### src/rtl/pwm_pkg.sv
// Shared definitions for the PWM generator / meter family: meter FSM encoding
// and the default resolution, period width and stuck-line timeout.
package pwm_pkg;

  typedef enum logic [1:0] {
    SEARCH  = 2'd0,
    MEASURE = 2'd1,
    STUCK   = 2'd2
  } meter_state_t;

  localparam int DUTY_W_DEF      = 8;
  localparam int PER_W_DEF       = 16;
  localparam int TIMEOUT_DEF     = 65535;
  localparam int SYNC_STAGES_DEF = 2;

endpackage

### src/rtl/pwm_duty_meter_sync_edge.sv
// Brings an asynchronous line into the clock domain and derives single-cycle
// rise/fall pulses from the synchronized level and its one-cycle delay.
module sync_edge #(
  parameter int SYNC_STAGES = 2
) (
  input  logic i_clk,
  input  logic i_rst_n,
  input  logic i_async,
  output logic o_s,
  output logic o_rise,
  output logic o_fall
);

  logic [SYNC_STAGES-1:0] r_sync;
  logic                   r_s_d;

  // NOTE: state registers use non-blocking assignments so every stage samples
  // the previous stage's pre-edge value; blocking here would collapse the chain.
  always_ff @(posedge i_clk or negedge i_rst_n) begin
    if (!i_rst_n) begin
      r_sync <= '0;
      r_s_d  <= 1'b0;
    end else begin
      r_sync <= {r_sync[SYNC_STAGES-2:0], i_async};
      r_s_d  <= r_sync[SYNC_STAGES-1];
    end
  end

  assign o_s    = r_sync[SYNC_STAGES-1];
  assign o_rise = o_s & ~r_s_d;
  assign o_fall = ~o_s & r_s_d;

endmodule

### src/rtl/pwm_duty_meter.sv
// Receive-side PWM meter: duty over a fixed 2^DUTY_W window, rise-to-rise
// period, lock indication and stuck-high/stuck-low detection.
module pwm_duty_meter
  import pwm_pkg::*;
#(
  parameter int DUTY_W      = DUTY_W_DEF,
  parameter int PER_W       = PER_W_DEF,
  parameter int SYNC_STAGES = SYNC_STAGES_DEF,
  parameter int TIMEOUT     = TIMEOUT_DEF
) (
  input  logic              CLOCK_50,
  input  logic              RESET_N,
  input  logic              pwm_in,
  output logic [DUTY_W-1:0] duty,
  output logic              duty_valid,
  output logic [PER_W-1:0]  period,
  output logic              period_valid,
  output logic              locked,
  output logic              stuck_hi,
  output logic              stuck_lo
);

  localparam int                 IDLE_W   = $clog2(TIMEOUT + 1);
  localparam logic [IDLE_W-1:0]  IDLE_MAX = IDLE_W'(TIMEOUT);
  localparam logic [PER_W-1:0]   PER_MAX  = '1;
  localparam logic [DUTY_W-1:0]  WIN_LAST = '1;

  logic w_s;
  logic w_rise;
  logic w_fall;

  sync_edge #(
    .SYNC_STAGES(SYNC_STAGES)
  ) u_sync_edge (
    .i_clk  (CLOCK_50),
    .i_rst_n(RESET_N),
    .i_async(pwm_in),
    .o_s    (w_s),
    .o_rise (w_rise),
    .o_fall (w_fall)
  );

  // Duty window
  logic [DUTY_W-1:0] r_win_cnt;
  logic [DUTY_W:0]   r_hi_cnt;
  logic [DUTY_W:0]   w_hi_sum;
  logic [DUTY_W-1:0] r_duty;
  logic              r_duty_valid;

  assign w_hi_sum = r_hi_cnt + {{DUTY_W{1'b0}}, w_s};

  always_ff @(posedge CLOCK_50 or negedge RESET_N) begin
    if (!RESET_N) begin
      r_win_cnt    <= '0;
      r_hi_cnt     <= '0;
      r_duty       <= '0;
      r_duty_valid <= 1'b0;
    end else begin
      r_win_cnt <= r_win_cnt + 1'b1;
      if (r_win_cnt == WIN_LAST) begin
        // Only a fully high window reaches 2^DUTY_W; clamp it to the top code.
        r_duty       <= w_hi_sum[DUTY_W] ? WIN_LAST : w_hi_sum[DUTY_W-1:0];
        r_duty_valid <= 1'b1;
        r_hi_cnt     <= '0;
      end else begin
        r_hi_cnt     <= w_hi_sum;
        r_duty_valid <= 1'b0;
      end
    end
  end

  // Period / idle counters
  logic [PER_W-1:0]  r_per_cnt;
  logic [IDLE_W-1:0] r_idle_cnt;
  logic              w_timeout;

  assign w_timeout = (r_idle_cnt == IDLE_MAX);

  always_ff @(posedge CLOCK_50 or negedge RESET_N) begin
    if (!RESET_N) begin
      r_per_cnt  <= '0;
      r_idle_cnt <= '0;
    end else begin
      if (w_rise)                  r_per_cnt <= PER_W'(1);
      else if (r_per_cnt != PER_MAX) r_per_cnt <= r_per_cnt + 1'b1;

      if (w_rise || w_fall) r_idle_cnt <= IDLE_W'(1);
      else if (!w_timeout)  r_idle_cnt <= r_idle_cnt + 1'b1;
    end
  end

  // Period FSM
  meter_state_t     r_state;
  logic [PER_W-1:0] r_period;
  logic             r_period_valid;
  logic             r_locked;
  logic             r_stuck_hi;
  logic             r_stuck_lo;
  logic             w_go_stuck;

  // A rise coinciding with the timeout keeps the line alive.
  assign w_go_stuck = (r_state != STUCK) && w_timeout && !w_rise;

  always_ff @(posedge CLOCK_50 or negedge RESET_N) begin
    if (!RESET_N) begin
      r_state        <= SEARCH;
      r_period       <= '0;
      r_period_valid <= 1'b0;
      r_locked       <= 1'b0;
      r_stuck_hi     <= 1'b0;
      r_stuck_lo     <= 1'b0;
    end else begin
      r_period_valid <= 1'b0;
      if (w_go_stuck) begin
        r_state    <= STUCK;
        r_locked   <= 1'b0;
        r_stuck_hi <= w_s;
        r_stuck_lo <= ~w_s;
      end else begin
        case (r_state)
          SEARCH: begin
            if (w_rise) r_state <= MEASURE;
          end
          MEASURE: begin
            if (w_rise) begin
              r_period       <= r_per_cnt;
              r_period_valid <= 1'b1;
              r_locked       <= 1'b1;
            end
          end
          STUCK: begin
            if (w_rise || w_fall) begin
              r_state    <= w_rise ? MEASURE : SEARCH;
              r_stuck_hi <= 1'b0;
              r_stuck_lo <= 1'b0;
            end
          end
          default: r_state <= SEARCH;
        endcase
      end
    end
  end

  assign duty         = r_duty;
  assign duty_valid   = r_duty_valid;
  assign period       = r_period;
  assign period_valid = r_period_valid;
  assign locked       = r_locked;
  assign stuck_hi     = r_stuck_hi;
  assign stuck_lo     = r_stuck_lo;

endmodule
### config.mk
export PLATFORM = sky130hd
export DESIGN_NAME = pwm_duty_meter
export DESIGN_NICKNAME = d
export VERILOG_FILES = /design/src/rtl/pwm_pkg.sv /design/src/rtl/pwm_duty_meter_sync_edge.sv /design/src/rtl/pwm_duty_meter.sv
export SDC_FILE = /design/constraint.sdc
export NUM_CORES = 1
export LEC_CHECK = 0
export BUFFER_PORTS_ARGS = -buffer_cell sky130_fd_sc_hd__buf_4
export CAP_MARGIN = 30
export CORE_MARGIN = 2
export CORE_UTILIZATION = 55
export CTS_CLUSTER_DIAMETER = 150
export CTS_CLUSTER_SIZE = 25
export DETAILED_ROUTE_END_ITERATION = 10
export MAX_ROUTING_LAYER = met4
export PLACE_DENSITY_LB_ADDON = 0.08
export RECOVER_POWER = 25
export SYNTH_ARGS = -nofsm -noshare
export SYNTH_HDL_FRONTEND = slang
export SYNTH_SLANG_ARGS = --single-unit
### constraint.sdc
create_clock -name CLOCK_50 -period 4.02 [get_ports CLOCK_50]
set_clock_uncertainty 0.2 [all_clocks]
set_input_delay 0.201 -clock CLOCK_50 [delete_from_list [all_inputs] [get_ports CLOCK_50]]
set_output_delay 0.201 -clock CLOCK_50 [all_outputs]
set_load 0.02 [all_outputs]
---- Yosys cells after proc, flatten, opt, wreduce, memory -nomap -nowiden ----
Cells that the tools add are included.
word-level totals
  bits in registers ....................... 83
cells by class
  add/sub/neg operators ................... 4
  equal/unequal tests ..................... 10
  multiplexer cells ....................... 22
  bitwise operators ....................... 5
  reduce and logical (&&, ||, !) cells .... 14
operators with widths
  cell                                                                      number
  16-bit 2-to-1 mux                                                         4
  16-bit by 1-bit adder with 16-bit output (second input constant)          2
  16-bit == test (second input constant)                                    1
  16-bit inequality test (second input constant)                            1
  1-bit 2-to-1 mux                                                          12
  2-bit nonzero test                                                        5
  9-bit by 1-bit adder with 9-bit output                                    1
  9-bit 2-to-1 mux                                                          1
  8-bit by 1-bit adder with 8-bit output (second input constant)            1
  8-bit == test (second input constant)                                     1
  8-bit 2-to-1 mux                                                          1
  2-bit 2-to-1 mux                                                          3
  3-bit inequality test (second input constant)                             2
  2-bit case mux with 3 select lines                                        1
  3-bit AND reduction                                                       2
  2-bit inequality test (second input constant)                             2
  2-bit AND reduction                                                       2
  1-bit NOT                                                                 3
  1-bit AND                                                                 2
  2-bit by 1-bit == test with 1-bit output (second input constant)          1
  2-bit == test (second input constant)                                     1
  1-bit logical AND                                                         2
  2-bit logical NOT                                                         1
  2-bit by 1-bit inequality test with 1-bit output (second input constant)  1
  other kinds (2)                                                           2

---- Depth between registers and ports, before layout ----
  depth after elaboration ................. 6
  depth in mapped cells ................... 7
  mapped depth without buffers ............ 6

---- Cells and area by module ----
From an unflattened synthesis, not the netlist that was laid out.
second synthesis, totals
  cell total of the unflattened synthesis .. 357
  area total of the unflattened synthesis .. 3739.8 µm²
by module, submodules not included
  module          times used  cells each  area an instance (µm²)  sequential area each (µm²)
  pwm_duty_meter  1           352         3649.8                  2001.9
  sync_edge       1           5           90.1                    75.1

---- Worst setup path before layout ----
Ideal clock, no wire load.
  path kind ............................... flip-flop to flip-flop
  start point ............................. register u_sync_edge.r_sync[1]
  end point ............................... register r_period[0], in the netlist period[0]
  setup time .............................. 0.125 ns
  arrival time ............................ 1.650 ns
  required time ........................... 3.695 ns
  setup slack ............................. 2.045 ns
  stages on the path, launching flop included .. 6
  period minus slack after synthesis ...... 1.975 ns
  cells stage by stage .................... dfrtp_1 > ha_1 > clkbuf_8 > nand2_1 > clkbuf_1 > mux2_2
on the way
  word-level cells in the longest chain between the ends .. 5
ends and longest elaborated chain
  element                          RTL line                        source
  from (decl)                      pwm_duty_meter_sync_edge.sv:14  logic [SYNC_STAGES-1:0] r_sync;
  from (signal assigned)           pwm_duty_meter_sync_edge.sv:24  r_sync <= {r_sync[SYNC_STAGES-2:0], i_async};
  1-bit AND *                      pwm_duty_meter_sync_edge.sv:30  assign o_rise = o_s & ~r_s_d;
  1-bit logical NOT                pwm_duty_meter.sv:102           assign w_go_stuck = (r_state != STUCK) && w_timeout && !w_rise;
  1-bit logical AND                pwm_duty_meter.sv:102
  1-bit NOT (no line)              -
  3-bit AND reduction (no line) *  -
  to (signal assigned)             pwm_duty_meter.sv:126           r_period <= r_per_cnt;
  to (decl)                        pwm_duty_meter.sv:94            logic [PER_W-1:0] r_period;
Mark *: on every way between the ends. The rest lies on a longest branch, timed or not.
A chain may end at the register's enable or synchronous reset.

---- Worst setup path in the final report ----
  start point ............................. register u_sync_edge.r_sync[1]
  end point ............................... register r_period[8], in the netlist period[8]
The elaborated chain is that of the path after synthesis.

==> out/results.ini <==
[outcome]
status=finished, violations left
violations=max-capacitance violations, max-slew violations

[drt]
highest_layer=met4
wl_um=6660
drc=0
drt_iter0_markers=146
met3_length_um=221
met1_length_um=3190
drtAntennaViolNets=0
wl_met2_um=3090
post_drt_wl_per_cell_um=14.4
first_pass_iters=4
vias=2651
vias_per_cell=5.73

[final_layout]
n_antenna_cell=0
final.fill_count=544
layout.nets=387
layout.cells.non_filler=463
area_growth_pct=13.3
drive_gt1_frac=0.191
fin_util=0.636

[floorplan]
die_x_um=86.6
die_h_um=86.6
start_util=0.561
rows=30
io_pins=32
dieArea_um2=7490
core_um2=6680

[setup_path]
worst_ep_arrival_time_ps=2470
cp-start-kind=flop
crit_fanout=19
max_stage_delay_ps=640
cp_slowest_cell=nand2_1
critPathKind=reg -> reg
required_ps=4060
end_kind=flop
crit_buf_inv=0
cp_top_family=simple AND/OR/NAND/NOR gates
timing.critical_path.cells=ha_1 -> nand2_1 -> mux2_2

[cts]
clk_latency_ps=360
clock_path_buffers=2
cts_setup_buffers=0
postCtsHoldBufs=2
clk_pin_slew_ps=70
cts-root-buf=clkbuf_8
clock-sinks=83
cts_resized=0
cts_tree=built
htree_levels=3
cts_buffers=9

[yosys]
avgSynthCellArea_um2=10.9
synth_seq_cells=83
synth-async-reset-ratio=1.00
synth_enable_flop_cells=0
yosysSeqAreaShare=0.554
synth_area_um2=3750
yosys_most_used_dff=dfrtp_1
yosys_warnings=0
synth_cell_types=50
syn_inst=343
syn-num-nets=352

[pwr]
ir_drop_mv=0.339
power.density_nw_per_um2=418
p_leak_nw=1.94
total_power_mw=1.78

[sta]
max-slew-margin-rel=-0.0524
whs_ps=162
max_freq_mhz=411
setup_viol=0
fin_setup_tns_ps=0
worst_pin_slew_ps=1580
period_share=0.605
min_period_ps=2430
finalHoldViolCount=0
drv_slew=28
rsz0062_at_grt=false

[run]
drv_cap=1

[global_routing]
antenna_found_initial=0
grt_pass1_vias=2592
grt_pass1_wl_um=11600
grtUsageTotal=0.205
grt_max_degree=57
gr-total-overflow=0

[place]
dp_cells=445
place.gp.congestion=0.846
port_buffers=31
hpwl_um=4530

[worst_hold_path]
hp-class=reg -> reg

## cell usage in the layout, fill, tap and decap left out, drive strengths merged, types with 5 or more instances in the layout
cell and count:
clkbuf 13, or3 8, nor2 28, o21ai 15
nand2 19, ha 6, nand3 20, mux2i 8
and3 6, o31ai 5, dfrtp 83, nand4 9
a21oi 26, clkinv 5, nand2b 5, mux2 17
nor3 11, buf 30, inv 12, and4 6
xor2 6, xnor2 8
## final timing paths
| kind | from | end | slack (ps) | depth (start not counted) |
|---|---|---|---|---|
| setup / recovery | u_sync_edge.r_sync[1] | period[8] | 1590 | 3 |
| hold / removal | u_sync_edge.r_sync[0] | u_sync_edge.r_sync[1] | 160 | 0 |
| setup reg to reg | u_sync_edge.r_sync[1] | period[8] | 1590 | 3 |
| hold reg to reg | u_sync_edge.r_sync[0] | u_sync_edge.r_sync[1] | 160 | 0 |
| max in group asynchronous | RESET_N | period[0] | 2100 | 3 |
| min in group asynchronous | RESET_N | r_win_cnt[5] | 570 | 2 |
## worst register-to-register path, delay by kind of cell (launching register included)
family	cells	cell delay, ps
DFF	1	420
adders and majority gates	1	600
and+or+nand+nor	1	640
muxes	1	460
## metal layers
layer	up-vias	GRT usage
met4	0	0.0923
met1	1286	0.265
met3	14	0.0467
met2	46	0.311
met5	-	-
li1	1305	-
## synthesized netlist by cell type, types with 7 or more instances
| cell type | instances | area, um^2 |
|---|---|---|
| nand2_1 | 19 | 71.3 |
| xnor2_1 | 8 | 70.1 |
| nand3_1 | 20 | 100 |
| nor2_1 | 28 | 105 |
| dfrtp_1 | 83 | 2080 |
| a21oi_1 | 26 | 130 |
| nand4_1 | 8 | 50.1 |
| mux2_2 | 17 | 191 |
| o21ai_0 | 15 | 75.1 |
| nor3_1 | 10 | 50.1 |
| mux2i_1 | 8 | 80.1 |
| or3_1 | 7 | 43.8 |
| inv_1 | 12 | 45.0 |
## per-stage QoR
step | worst slack [ps] | cell area [um^2]
floorplan | 2050 | 3750
global placement | 1610 | 4030
detailed placement | 1560 | 4050
CTS | 1550 | 4250
global route | 1360 | 4250
finish | 1590 | 4250
## state kept, by name, summed over array words and instances, names as in the netlist
signal and cells:
period 16, r_idle_cnt 16, r_per_cnt 16, r_hi_cnt 9, duty 8, r_win_cnt 8
r_state 2, u_sync_edge.r_sync 2, duty_valid 1, locked 1, period_valid 1, stuck_hi 1
stuck_lo 1, u_sync_edge.r_s_d 1
## cell type report
type	instances	area (um^2)	share of cell area
inverter	13	48.8	0.0115
timing repair buffer	34	277	0.0651
sequential	83	2080	0.489
clock inverter	5	27.5	0.00648
multi-input combinational	237	1570	0.369
clock buffer	11	151	0.0356
tap	80	100	0.0236
## power by group
group          total, mW  switching, mW  internal, mW
logic              0.257          0.148         0.109
clock network      0.543          0.290         0.254
registers          0.977         0.0679         0.909
## cells by family after synthesis
family / Yosys count / synth area share
DFF: 83 / 0.554
and+or+nand+nor: 127 / 0.187
adders and majority gates: 6 / 0.0200
buffers and inverters: 23 / 0.0280
xor gates and xnor gates: 14 / 0.0327
AOI/OAI and AO/OA: 65 / 0.106
muxes: 25 / 0.0724
(Power assumes the default switching activity.)
